`src/rtl/shifter_pkg.sv`:
```
// shifter_pkg: op and FSM state encodings shared by the iterative shifter
package shifter_pkg;
  typedef enum logic [1:0] {OP_SLL = 2'b00, OP_SRL = 2'b01, OP_SRA = 2'b10, OP_ROR = 2'b11} op_e;
  typedef enum logic [1:0] {IDLE = 2'b00, SHIFT = 2'b01, DONE = 2'b10} state_e;
endpackage

```
`src/rtl/shift_step.sv`:
```
// shift_step: one-position shift of a word plus the bit that leaves it
module shift_step
  import shifter_pkg::*;
#(
  parameter int WIDTH = 32
) (
  input  logic [WIDTH-1:0] data_i,
  input  op_e              op_i,
  output logic [WIDTH-1:0] data_o,
  output logic             bit_o
);
  // SLL drops the MSB, every right-going op drops the LSB (ROR also reinserts it at the top)
  always_comb begin
    data_o = (op_i == OP_SLL) ? {data_i[WIDTH-2:0], 1'b0} :
             (op_i == OP_SRL) ? {1'b0, data_i[WIDTH-1:1]} :
             (op_i == OP_SRA) ? {data_i[WIDTH-1], data_i[WIDTH-1:1]} :
                                {data_i[0], data_i[WIDTH-1:1]};
    bit_o  = (op_i == OP_SLL) ? data_i[WIDTH-1] : data_i[0];
  end
endmodule

```
`src/rtl/iter_shifter.sv`:
```
// iter_shifter: multi-cycle shifter moving one bit position per clock
module iter_shifter
  import shifter_pkg::*;
#(
  parameter  int WIDTH = 32,
  localparam int SHW   = $clog2(WIDTH)
) (
  input  logic             clk,
  input  logic             reset,
  input  logic             in_valid,
  output logic             in_ready,
  input  logic [WIDTH-1:0] in_data,
  input  logic [SHW-1:0]   in_amt,
  input  logic [1:0]       in_op,
  output logic             out_valid,
  input  logic             out_ready,
  output logic [WIDTH-1:0] out_data,
  output logic             out_last
);
  state_e           state_q;
  op_e              op_q;
  logic [SHW-1:0]   cnt_q;
  logic [WIDTH-1:0] data_q;
  logic             last_q;
  logic [WIDTH-1:0] step_data;
  logic             step_bit;

  shift_step #(.WIDTH(WIDTH)) u_step (
    .data_i(data_q),
    .op_i  (op_q),
    .data_o(step_data),
    .bit_o (step_bit)
  );

  assign in_ready  = (state_q == IDLE);
  assign out_valid = (state_q == DONE);
  assign out_data  = data_q;
  assign out_last  = last_q;

  // Capture in IDLE, shift one step per SHIFT cycle, hold the result in DONE until taken
  always_ff @(posedge clk or negedge reset) begin
    if (!reset) begin
      state_q <= IDLE;
      op_q    <= OP_SLL;
      cnt_q   <= '0;
      data_q  <= '0;
      last_q  <= 1'b0;
    end else begin
      case (state_q)
        IDLE: if (in_valid) begin
          data_q  <= in_data;
          op_q    <= op_e'(in_op);
          cnt_q   <= in_amt;
          last_q  <= 1'b0;
          state_q <= (in_amt == '0) ? DONE : SHIFT;
        end
        SHIFT: begin
          data_q  <= step_data;
          last_q  <= step_bit;
          cnt_q   <= cnt_q - 1'b1;
          state_q <= (cnt_q == SHW'(1)) ? DONE : SHIFT;
        end
        DONE: if (out_ready) state_q <= IDLE;
        default: state_q <= IDLE;
      endcase
    end
  end
endmodule

```
`config.mk`:
```
export PLATFORM = sky130hd
export DESIGN_NAME = iter_shifter
export DESIGN_NICKNAME = d
export VERILOG_FILES = /design/src/rtl/shifter_pkg.sv /design/src/rtl/shift_step.sv /design/src/rtl/iter_shifter.sv
export SDC_FILE = /design/constraint.sdc
export NUM_CORES = 1
export LEC_CHECK = 0
export BUFFER_PORTS_ARGS = -buffer_cell sky130_fd_sc_hd__buf_2
export CAP_MARGIN = 20
export CORE_MARGIN = 4
export CORE_UTILIZATION = 40
export DETAILED_ROUTE_END_ITERATION = 16
export PLACE_DENSITY = 0.77
export SLEW_MARGIN = 20
export SYNTH_ARGS = -nofsm -noshare
export SYNTH_HDL_FRONTEND = slang
export SYNTH_SLANG_ARGS = --single-unit
```
`constraint.sdc`:
```
create_clock -name clk -period 3.1 [get_ports clk]
set_clock_uncertainty 0.15 [all_clocks]
set_input_delay 0.31 -clock clk [delete_from_list [all_inputs] [get_ports clk]]
set_output_delay 0.31 -clock clk [all_outputs]
set_load 0.005 [all_outputs]
```
### Yosys cells after proc, flatten, opt, wreduce, memory -nomap -nowiden

Index checks and enable logic that the tools add are counted.
W data, S select, Z words.

* reduce and logical (&&, ||, !) cells: 8
* muxes and demuxes: 15
* eq/ne operators: 8
* add/sub/neg operators: 1

Operator list (number)
* $mux W32: 4
* $pmux W32 S2: 1
* $pmux W5 S2: 1
* $mux W2: 4
* $pmux W2 S3: 1
* $reduce_and A2 Y1: 3
* $eq A5 B1 Y1 const B: 1
* $logic_not A5 Y1: 1
* $mux W5: 1
* $sub A5 B1 Y5 const B: 1
* $eq A2 B1 Y1 const B: 2
* $eq A2 B2 Y1 const B: 2
* $logic_not A2 Y1: 2
* $ne A4 B2 Y1 const B: 1
* $reduce_and A3 Y1: 1
* $mux W1: 2
* $ne A2 B1 Y1 const B: 1
* $ne A2 B2 Y1 const B: 1
* $pmux W1 S2: 1
* $reduce_bool A2 Y1: 1

* register bits: 42
* input port bits: 43
* output and inout bits: 35

### Depth between registers and ports, before layout

Gate-level depths: netlist (run 1).

* depth in word-level cells: 5
* gate-level depth with buffers: 6
* gate-level depth less buffers: 5

### Hierarchy

A second synthesis (run 1) with hierarchy kept.

* cell total of the unflattened synthesis: 233
* area total of the unflattened synthesis: 2478.6 µm²

By module, submodules not included
* iter_shifter: instances 1, area each 2050.7 µm², cells an instance 195, sequential area each 1051.0 µm²
* shift_step: instances 1, area each 427.9 µm², cells an instance 38, sequential area each 0.0 µm²

### Least setup slack after synthesis (run 1)

No wires, ideal clock.

* path kind: reg2reg
* from: register cnt_q[0]
* to: register cnt_q[4]
* data required time: 2.818 ns
* clock period less this slack: 1.397 ns
* buffers on the path: 0
* setup time: 0.132 ns
* path slack: 1.703 ns
* arrival time: 1.114 ns
* cell stages (with the launch flop): 6
* cells stage by stage: dfrtp_1 inv_1 ha_1 nor3b_1 mux2i_1 o211ai_1

* longest elaborated chain between the ends: 2

RTL lines
* start, declared: RTL line iter_shifter.sv:22 `logic [SHW-1:0] cnt_q;`
* start signal, assigned: RTL line iter_shifter.sv:53 `cnt_q <= in_amt;`
* start signal, assigned: RTL line iter_shifter.sv:60 `cnt_q <= cnt_q - 1'b1;`
* $sub A5 B1 Y5: RTL line iter_shifter.sv:60
* $pmux W5 S2: RTL line iter_shifter.sv:49 `case (state_q)`

No other way between the ends.
A chain may end at the register's enable or synchronous reset.

### Final worst setup path (run 1)

* from: register state_q[1]
* to: register data_q[6] (netlist: out_data[6])

* longest elaborated chain between the ends: 3
* elaborated cells on any way between the ends: 6

RTL lines
* start, declared: RTL line iter_shifter.sv:20 `state_e state_q;`
* start signal, assigned: RTL line iter_shifter.sv:55 `state_q <= (in_amt == '0) ? DONE : SHIFT;`
* start signal, assigned: RTL line iter_shifter.sv:61 `state_q <= (cnt_q == SHW'(1)) ? DONE : SHIFT;`
* $eq A2 B1 Y1 / $logic_not A2 Y1 (equally long branches): RTL line iter_shifter.sv:49
* $reduce_bool A2 Y1 (no line) / $ne A2 B2 Y1 (equally long branches)
* $reduce_and A2 Y1 (no line)
* end signal, assigned: RTL line iter_shifter.sv:51 `data_q <= in_data;`
* end signal, assigned: RTL line iter_shifter.sv:58 `data_q <= step_data;`
* end, declared: RTL line iter_shifter.sv:23 `logic [WIDTH-1:0] data_q;`

Several ways; a longest one is shown, not always the timed one.

==> results.txt, run 1 <==
Status - completed
Slowest CP cell - inv_1
Yosys top cell area share - 0.410
Peak VDD IR - 0.000429 V
Final hold vios - 0
Filler cells - 593
Final WS setup - 0.996 ns
Core Region - 6060 sq um
Fin crit share - 0.679
Layout area overhead - 19.5%
Vias post-DR - 2,320
CTS tree - done
CP max stage delay - 0.85 ns
Crit Path Class - register to register
Setup slack after placement - 1.05 ns
Relative slew slack - 0.285
Largest net degree at the start of global routing - 43
Final instance area - 3060 sq um
Avg Cell Area, Syn - 10.2 sq um
Fraction of registers with async set/reset - 1.00
Placement Cell Area - 2970 sq um
Post-Syn Instances - 251
CP bufs+invs - 1
Leakage power - 0.00126 uW
Total inserted antenna cells - 0
Die ar. - 7750 sq um
Detailed placement HPWL - 4750 microns
Fin nets - 362
Crit Reg-Reg Startpoint - state_q[1]
RSZ-0062 raised after global routing - no
Postcts setup bufs - 0
Final Util - 0.505
Total power draw - 3120 uW
Worst Reg-to-Reg Cells - 3
Post-CTS Resized - 0
TNS Setup - 0 ns
Crit Reg-Reg Endpoint - out_data[6]
Slew Limit Fails - 0
Worst R2R Setup Slack - 1.0 ns
Crit path DAT - 2.12 ns
First-pass DRT Iterations - 4
Ys Warns - 0
Vias in the first global route - 2,266
Cells along the critical path - inv_1, nor2_1, a221oi_1
Register area - 1050 sq um
I/O Buffers - 77
Worst skew pair latency - 0.29 ns
Clock sinks - 42
Sequential fraction of the synthesis area - 0.410
Final ANT Viol Nets - 0
Crit path time final - 2.10 ns
CP Launch Type - register
Share of cells above drive strength 1 - 0.343
Critical Path RT - 3.12 ns
RePlAce Congestion - 0.863
EDFF count, synth - 0
Initial Utilization - 0.423
Die X - 88.0 microns
Crit end category - register
GRT Resource Usage Total - 0.186
Root Buffer - clkbuf_8
Grt total ovfl - 0
Maxcap violations - 0
Drt total wl - 6990 microns
Synth area leaders - dfrtp_1 41%, mux2i_1 13%, a221oi_2 8.2%
Number of remaining DRC errors - 0
Clk slew on worst S/H paths - 0.08 ns
Kind of cell adding the most delay to the critical path - buffers and inverters
# hold bufs at CTS - 0
Post-Syn Area - 2560 sq um
H-tree depth - 2
Main synth FF type - dfrtp_1
Post-synth top area cell - dfrtp_1
Setup violators final - 0
Area occupied by multi-input gates - 1360 sq um
Die span in y - 88.0 microns
Row Count - 28
Wire length of the first global-routing pass - 11,400 microns
Worst-margin pin slew - 1.07 ns
Worst-path fanout max - 33
DR WL/cell - 17.8 microns
I/O pins - 78
Seq cells post-synth - 42
Min-Delay Path Class - input port to async pin
Power Dens Cells - 1020 nW/um^2
Post-Syn Nets - 296
Total CTS buffers - 5
Synth unique cells - 34
Clock Path Buffers - 2
Via-to-Cell Ratio - 5.90
Antenna violations before repair - 0
Initial DRC count - 146
Max Freq - 475 MHz
## cells in the final DEF (no fill, tap or decap), types with 2 or more instances in the layout
| master | Yosys | final |
|---|---|---|
| dfrtp_1 | 42 | 42 |
| mux2_2 | 2 | 2 |
| o22ai_1 | 32 | 32 |
| nand2b_1 | 3 | 3 |
| buf_2 | 10 | 77 |
| a221oi_2 | 14 | 14 |
| and3b_1 | 3 | 3 |
| a221oi_1 | 18 | 18 |
| inv_1 | 5 | 5 |
| buf_4 | 3 | 5 |
| nor2_1 | 38 | 38 |
| nor2b_1 | 3 | 2 |
| ha_1 | 2 | 2 |
| o21ai_0 | 8 | 8 |
| nor3_1 | 2 | 2 |
| nand2_1 | 4 | 4 |
| clkbuf_8 | 0 | 6 |
| a22oi_1 | 2 | 2 |
| mux2i_1 | 33 | 33 |
| a21oi_1 | 3 | 3 |
## stage by stage
step / cells / hold slack [ns]
after CTS: 393 / 0.0507
after global routing: 393 / 0.0748
final: 393 / 0.0176
after detailed placement: 385 / 0.332
after floorplan: 251 / -0.136
after global placement: 385 / 0.310
## area by class of cell
type                    count  share of cell area
flip-flops and latches     42               0.343
repair buffers             83               0.145
well taps                  75              0.0307
clock inverters             1             0.00164
multi-input cells         179               0.444
inverters                   6             0.00736
clock buffers               7              0.0282
## synthesized netlist by cell type (3+ instances only)
cell type	number
nand2_1	4
buf_2	10
and3b_1	3
a221oi_1	18
dfrtp_1	42
a221oi_2	14
o22ai_1	32
buf_4	3
o21ai_0	8
buf_6	3
nor2b_1	3
nor2_1	38
mux2i_1	33
nand2b_1	3
a21oi_1	3
clkbuf_1	8
inv_1	5
## state kept, by name, indices dropped and copies added (netlist names)
signal,flops
state_q,2
op_q,2
out_last,1
out_data,32
cnt_q,5
## per-layer routing
| layer | global-route usage | vias to the layer above | share of wire |
|---|---|---|---|
| met5 | 0 | - | 0 |
| met4 | 0.0604 | 0 | 0.013 |
| met3 | 0.0470 | 8 | 0.070 |
| met2 | 0.282 | 87 | 0.47 |
| met1 | 0.260 | 1125 | 0.45 |
| li1 | - | 1100 | - |
## kinds of logic after synthesis
kind of cell	Yosys count	share of synthesized area
AND/OR/NAND/NOR	56	0.101
adder cells (fa/ha/maj)	2	0.00977
buffers and inverters	30	0.0620
multiplexers	35	0.138
flip-flops	42	0.410
AO/OA/AOI/OAI	86	0.279
## worst max path at each step
stage / from / endpoint / depth (start not counted)
floorplan: cnt_q[0] / cnt_q[4] / 5
global placement: state_q[1] / out_data[7] / 3
detailed placement: state_q[1] / out_data[6] / 3
CTS: state_q[1] / out_data[6] / 3
global route: state_q[1] / out_data[6] / 3
finish: state_q[1] / out_data[6] / 3
## power by group
part / internal, uW / switching [uW] / total, uW
Sequential: 806 / 340 / 1150
Combinational: 828 / 780 / 1610
Clock: 180 / 185 / 365
Note: power is estimated with default switching activity, not from simulation.
==> inputs of run 2 (changes only) <==
- PLACE_DENSITY: 0.77 -> 0.79
- clock period: 3.1 -> 1.7 ns (I/O delays scaled with it)
==> results.txt, run 2 (synthesized netlist as in run 1, its figures left out) <==
Status - completed (unchanged)
H-tree depth - 2 (unchanged)
Worst Reg-to-Reg Cells - 5 (was 3)
Post-CTS Resized - 0 (unchanged)
Final ANT Viol Nets - 0 (unchanged)
Fin nets - 372 (was 362)
Number of remaining DRC errors - 0 (unchanged)
Final instance area - 3230 sq um (was 3060 sq um)
RSZ-0062 raised after global routing - no (unchanged)
Die ar. - 7750 sq um (unchanged)
Power Dens Cells - 1850 nW/um^2 (was 1020 nW/um^2)
I/O Buffers - 77 (unchanged)
Drt total wl - 7160 microns (was 6990 microns)
Most common cell after layout, fill and taps aside - buf_2 (unchanged)
Max Freq - 627 MHz (was 475 MHz)
Vias in the first global route - 2,371 (was 2,266)
Fin crit share - 0.938 (was 0.679)
Most frequent cells in the layout - 77 x buf_2, 42 x dfrtp_1, 38 x nor2_1 (unchanged)
Initial Utilization - 0.423 (unchanged)
Layout area overhead - 25.9% (was 19.5%)
Critical Path RT - 1.72 ns (was 3.12 ns)
Grt total ovfl - 0 (unchanged)
Crit end category - register (unchanged)
Worst R2R Setup Slack - 0.10 ns (was 1.0 ns)
Final hold vios - 0 (unchanged)
Postcts setup bufs - 0 (unchanged)
Die span in y - 88.0 microns (unchanged)
Clk slew on worst S/H paths - 0.08 ns (about the same)
First-pass DRT Iterations - 4 (unchanged)
Row Count - 28 (unchanged)
Antenna violations before repair - 0 (unchanged)
TNS Setup - 0 ns (unchanged)
Share of cells above drive strength 1 - 0.354 (was 0.343)
Largest net degree at the start of global routing - 42 (was 43)
Worst-margin pin slew - 0.502 ns (was 1.07 ns)
Wire length of the first global-routing pass - 11,900 microns (was 11,400 microns)
Crit path DAT - 1.62 ns (was 2.12 ns)
Root Buffer - clkbuf_8 (unchanged)
Peak VDD IR - 0.000874 V (was 0.000429 V)
Leakage power - 0.00133 uW (was 0.00126 uW)
Min-Delay Path Class - input port to register (was input port to async pin)
Detailed placement HPWL - 5040 microns (was 4750 microns)
GRT Resource Usage Total - 0.193 (was 0.186)
I/O pins - 78 (unchanged)
Crit Reg-Reg Startpoint - cnt_q[1] (was state_q[1])
DR WL/cell - 17.8 microns (about the same)
Core Region - 6060 sq um (unchanged)
Total inserted antenna cells - 0 (unchanged)
Via-to-Cell Ratio - 5.89 (was 5.90)
Total CTS buffers - 5 (unchanged)
CP Launch Type - register (unchanged)
Placement Cell Area - 3080 sq um (was 2970 sq um)
Vias post-DR - 2,373 (was 2,320)
Worst skew pair latency - 0.30 ns (was 0.29 ns)
Crit path time final - 1.60 ns (was 2.10 ns)
Crit Path Class - register to register (unchanged)
Critical Path End - cnt_q[4] (was out_data[6])
Relative slew slack - 0.665 (was 0.285)
Crit path from - cnt_q[1] (was state_q[1])
Initial DRC count - 161 (was 146)
Clock sinks - 42 (unchanged)
Crit Reg-Reg Endpoint - cnt_q[4] (was out_data[6])
RePlAce Congestion - 0.853 (was 0.863)
Clock Path Buffers - 2 (unchanged)
CTS tree - done (unchanged)
Total power draw - 5970 uW (was 3120 uW)
Die X - 88.0 microns (unchanged)
Maxcap violations - 0 (unchanged)
Setup violators final - 0 (unchanged)
Slew Limit Fails - 0 (unchanged)
Worst-path fanout max - 3 (was 33)
Max reg flops - 32 (unchanged)
run 2: changes by cell type in the layout (fill, tap and decap cells not counted), sizes merged:
cell,before,now
buf,83,89
dlygate4sd3,0,4
clkbuf,7,5
bufinv,0,1
clkinv,2,3
run 2: report_power, final:
group	switching, uW	internal [uW]	leakage [uW]
Sequential	597	1470	0.000458
Combinational	1480	1620	0.000819
Clock	360	433	0.0000579
Total	2440	3530	0.00133
run 2: through the flow:
| stage | util | hold slack [ns] | setup slack (ns) | cells |
|---|---|---|---|---|
| 2_1_floorplan | - | -0.276 | 0.303 | 251 |
| 3_3_place_gp | 0.508 | 0.0148 | 0.186 | 391 |
| 3_5_place_dp | 0.508 | 0.0198 | 0.145 | 391 |
| 4_1_cts | 0.532 | 0.00890 | 0.120 | 403 |
| 5_1_grt | 0.532 | 0.0282 | 0.00254 | 403 |
| 6_report | 0.532 | 0.0128 | 0.105 | 403 |
run 2: area by class of cell:
cell class	count	area, sq um
Clock buffer	5	68.8
Clock inverter	3	40.0
Fill cell	557	2840
Inverter	6	22.5
Multi-Input combinational cell	179	1360
Sequential cell	42	1050
Tap cell	75	93.8
Timing Repair Buffer	93	591
run 2: metal layers:
metal | up-vias | track usage | routed length [microns]
met5 | - | 0 | 0
met1 | 1155 | 0.267 | 3170
met3 | 5 | 0.0461 | 490
met2 | 78 | 0.312 | 3440
met4 | 0 | 0.0398 | 57
li1 | 1135 | - | -
run 2: what timing repair did:
item,CTS,global route
hold buffers,4,0
hold endpoints to repair,23,0
endpoints found under the setup margin,0,0
run 2: critical path: stages (launching register included):
cell and delay, ns:
dfrtp_1 0.42, inv_1 0.12, ha_1 0.21, nor3b_1 0.26
mux2i_1 0.23, o211ai_1 0.09
run 2: worst min path at each step:
| stage | end | depth (start not counted) | slack, ns | from |
|---|---|---|---|---|
| after floorplan | cnt_q[0] | 0 | -0.28 | reset |
| after global placement | cnt_q[3] | 1 | 0.01 | reset |
| after detailed placement | cnt_q[3] | 1 | 0.02 | reset |
| after CTS | state_q[1] | 4 | 0.009 | in_amt[1] |
| after global routing | state_q[1] | 4 | 0.03 | in_amt[1] |
| final | state_q[1] | 4 | 0.01 | in_amt[1] |
==> inputs of run 3 (changes only) <==
- CORE_UTILIZATION: 40 -> 45
- PLACE_DENSITY: 0.79 -> 0.86
==> results.txt, run 3 (synthesized netlist as in run 1, its figures left out) <==
DR WL/cell - 17.4 microns (was 17.8 microns)
Gate power share - 0.525 (was 0.521)
Crit Path Class - register to output pin (was register to register)
GRT Resource Usage Total - 0.195 (was 0.193)
Relative slew slack - 0.625 (was 0.665)
Placement Cell Area - 3060 sq um (was 3080 sq um)
Area occupied by multi-input gates - 1370 sq um (was 1360 sq um)
Min-Delay Path Class - input port to register (unchanged)
Crit path time final - 1.61 ns (was 1.60 ns)
Die span in y - 83.4 microns (was 88.0 microns)
Flop pwr share - 0.357 (was 0.346)
Int Pwr - 3410 uW (was 3530 uW)
First-pass DRT Iterations - 4 (unchanged)
Max Freq - 620 MHz (was 627 MHz)
TNS Setup - 0 ns (unchanged)
Vias post-DR - 2,417 (was 2,373)
Worst-margin pin slew - 0.562 ns (was 0.502 ns)
Most frequent cells in the layout - 77 x buf_2, 42 x dfrtp_1, 38 x nor2_1 (unchanged)
Initial Utilization - 0.465 (was 0.423)
Clock sinks - 42 (unchanged)
Switching part of the total power - 0.417 (was 0.409)
Status - completed (unchanged)
RSZ-0062 raised after global routing - no (unchanged)
Maxcap violations - 0 (unchanged)
Power Dens Cells - 1830 nW/um^2 (was 1850 nW/um^2)
Core Region - 5510 sq um (was 6060 sq um)
Share of cells above drive strength 1 - 0.367 (was 0.354)
Drt total wl - 7000 microns (was 7160 microns)
Final ANT Viol Nets - 0 (unchanged)
Setup violators final - 0 (unchanged)
Row Count - 27 (was 28)
Total power draw - 5850 uW (was 5970 uW)
Cells along the critical path - buf_4, nor2b_1, buf_2 (was inv_1, ha_1, nor3b_1, mux2i_1, o211ai_1)
CTS tree - done (unchanged)
Slew Limit Fails - 0 (unchanged)
Critical Path RT - 1.38 ns (was 1.72 ns)
Filler cells - 486 (was 557)
I/O Buffers - 77 (unchanged)
Kind of cell adding the most delay to the critical path - flip-flops (unchanged)
Leakage power - 0.00132 uW (was 0.00133 uW)
Die ar. - 6960 sq um (was 7750 sq um)
Crit end category - output pin (was register)
Worst skew pair latency - 0.30 ns (about the same)
Detailed placement HPWL - 5000 microns (was 5040 microns)
Grt total ovfl - 0 (unchanged)
Clock Path Buffers - 2 (unchanged)
Number of remaining DRC errors - 0 (unchanged)
Wire length of the first global-routing pass - 11,300 microns (was 11,900 microns)
RePlAce Congestion - 0.885 (was 0.853)
Worst-path fanout max - 9 (was 3)
Peak VDD IR - 0.000812 V (was 0.000874 V)
Total inserted antenna cells - 0 (unchanged)
Largest net degree at the start of global routing - 26 (was 42)
Total CTS buffers - 5 (unchanged)
NetSw - 2440 uW (about the same)
Clock power frac - 0.118 (was 0.133)
Final hold vios - 0 (unchanged)
Register area - 1050 sq um (unchanged)
Via-to-Cell Ratio - 6.01 (was 5.89)
CP max stage delay - 0.47 ns (was 0.42 ns)
Max reg flops - 32 (unchanged)
CP bufs+invs - 2 (was 1)
Antenna violations before repair - 0 (unchanged)
Initial DRC count - 191 (was 161)
I/O pins - 78 (unchanged)
CP Launch Type - register (unchanged)
Crit path DAT - 1.29 ns (was 1.62 ns)
Layout area overhead - 24.7% (was 25.9%)
Final instance area - 3190 sq um (was 3230 sq um)
Vias in the first global route - 2,308 (was 2,371)
Clk slew on worst S/H paths - 0.08 ns (about the same)
Fin crit share - 0.949 (was 0.938)
Root Buffer - clkbuf_8 (unchanged)
Slowest CP cell - dfrtp_1 (unchanged)
Most common cell after layout, fill and taps aside - buf_2 (unchanged)
Die X - 83.4 microns (was 88.0 microns)
Fin nets - 374 (was 372)
H-tree depth - 2 (unchanged)
Final Util - 0.580 (was 0.532)
## run 3: final timing paths
path,cells past startpoint,start,slack [ns],to
worst max-delay path,3,state_q[0],0.09,out_valid
worst min-delay path,3,in_amt[3],0.01,cnt_q[3]
worst max register to register,4,op_q[1],0.15,out_data[14]
worst min register to register,2,out_last,0.37,out_last
max in group asynchronous,3,reset,0.66,out_data[12]
min in group asynchronous,2,reset,0.24,cnt_q[3]
## run 3: stage by stage
step	hold slack (ns)	std cells	setup WS, ns
after global routing	0.0435	402	0.0334
after CTS	0.00667	402	0.119
after floorplan	-0.276	251	0.303
final	0.0150	402	0.0873
after detailed placement	0.0335	391	0.133
after global placement	0.0341	391	0.217
## run 3: power by group through the flow
stage / Combinational, uW / Clock, uW / Sequential [uW]
after floorplan: 2180 / 0 / 1960
after global routing: 3360 / 738 / 2170
after detailed placement: 3070 / 0 / 2080
after CTS: 3080 / 701 / 2070
after global placement: 2960 / 0 / 2050
final: 3070 / 691 / 2090
## run 3: layout make-up
cell class	count	share of cell area
Multi-Input combinational cell	179	0.429
Timing Repair Buffer	95	0.177
Clock buffer	6	0.0259
Tap cell	72	0.0282
Inverter	6	0.00705
Sequential cell	42	0.329
Clock inverter	2	0.00392
## run 3: tightest hold or removal path: cells and delay by family
family                 cells  cell delay, ns
buffers and inverters      1            0.10
AOI/OAI and AO/OA          2            0.15
## run 3: repair_timing
action,in CTS,in global routing
setup buffers,0,0
endpoints found under the hold margin,23,0
resized for setup,0,2
setup endpoints to repair,0,3
hold buffers,3,0
## run 3: per-layer routing
metal	GRT usage	wire length, microns	share of wire	vias up
li1	-	-	-	1134
met1	0.273	3140	0.45	1167
met2	0.302	3210	0.46	104
met3	0.0476	530	0.076	12
met4	0.0556	114	0.016	0
met5	0	0	0	-
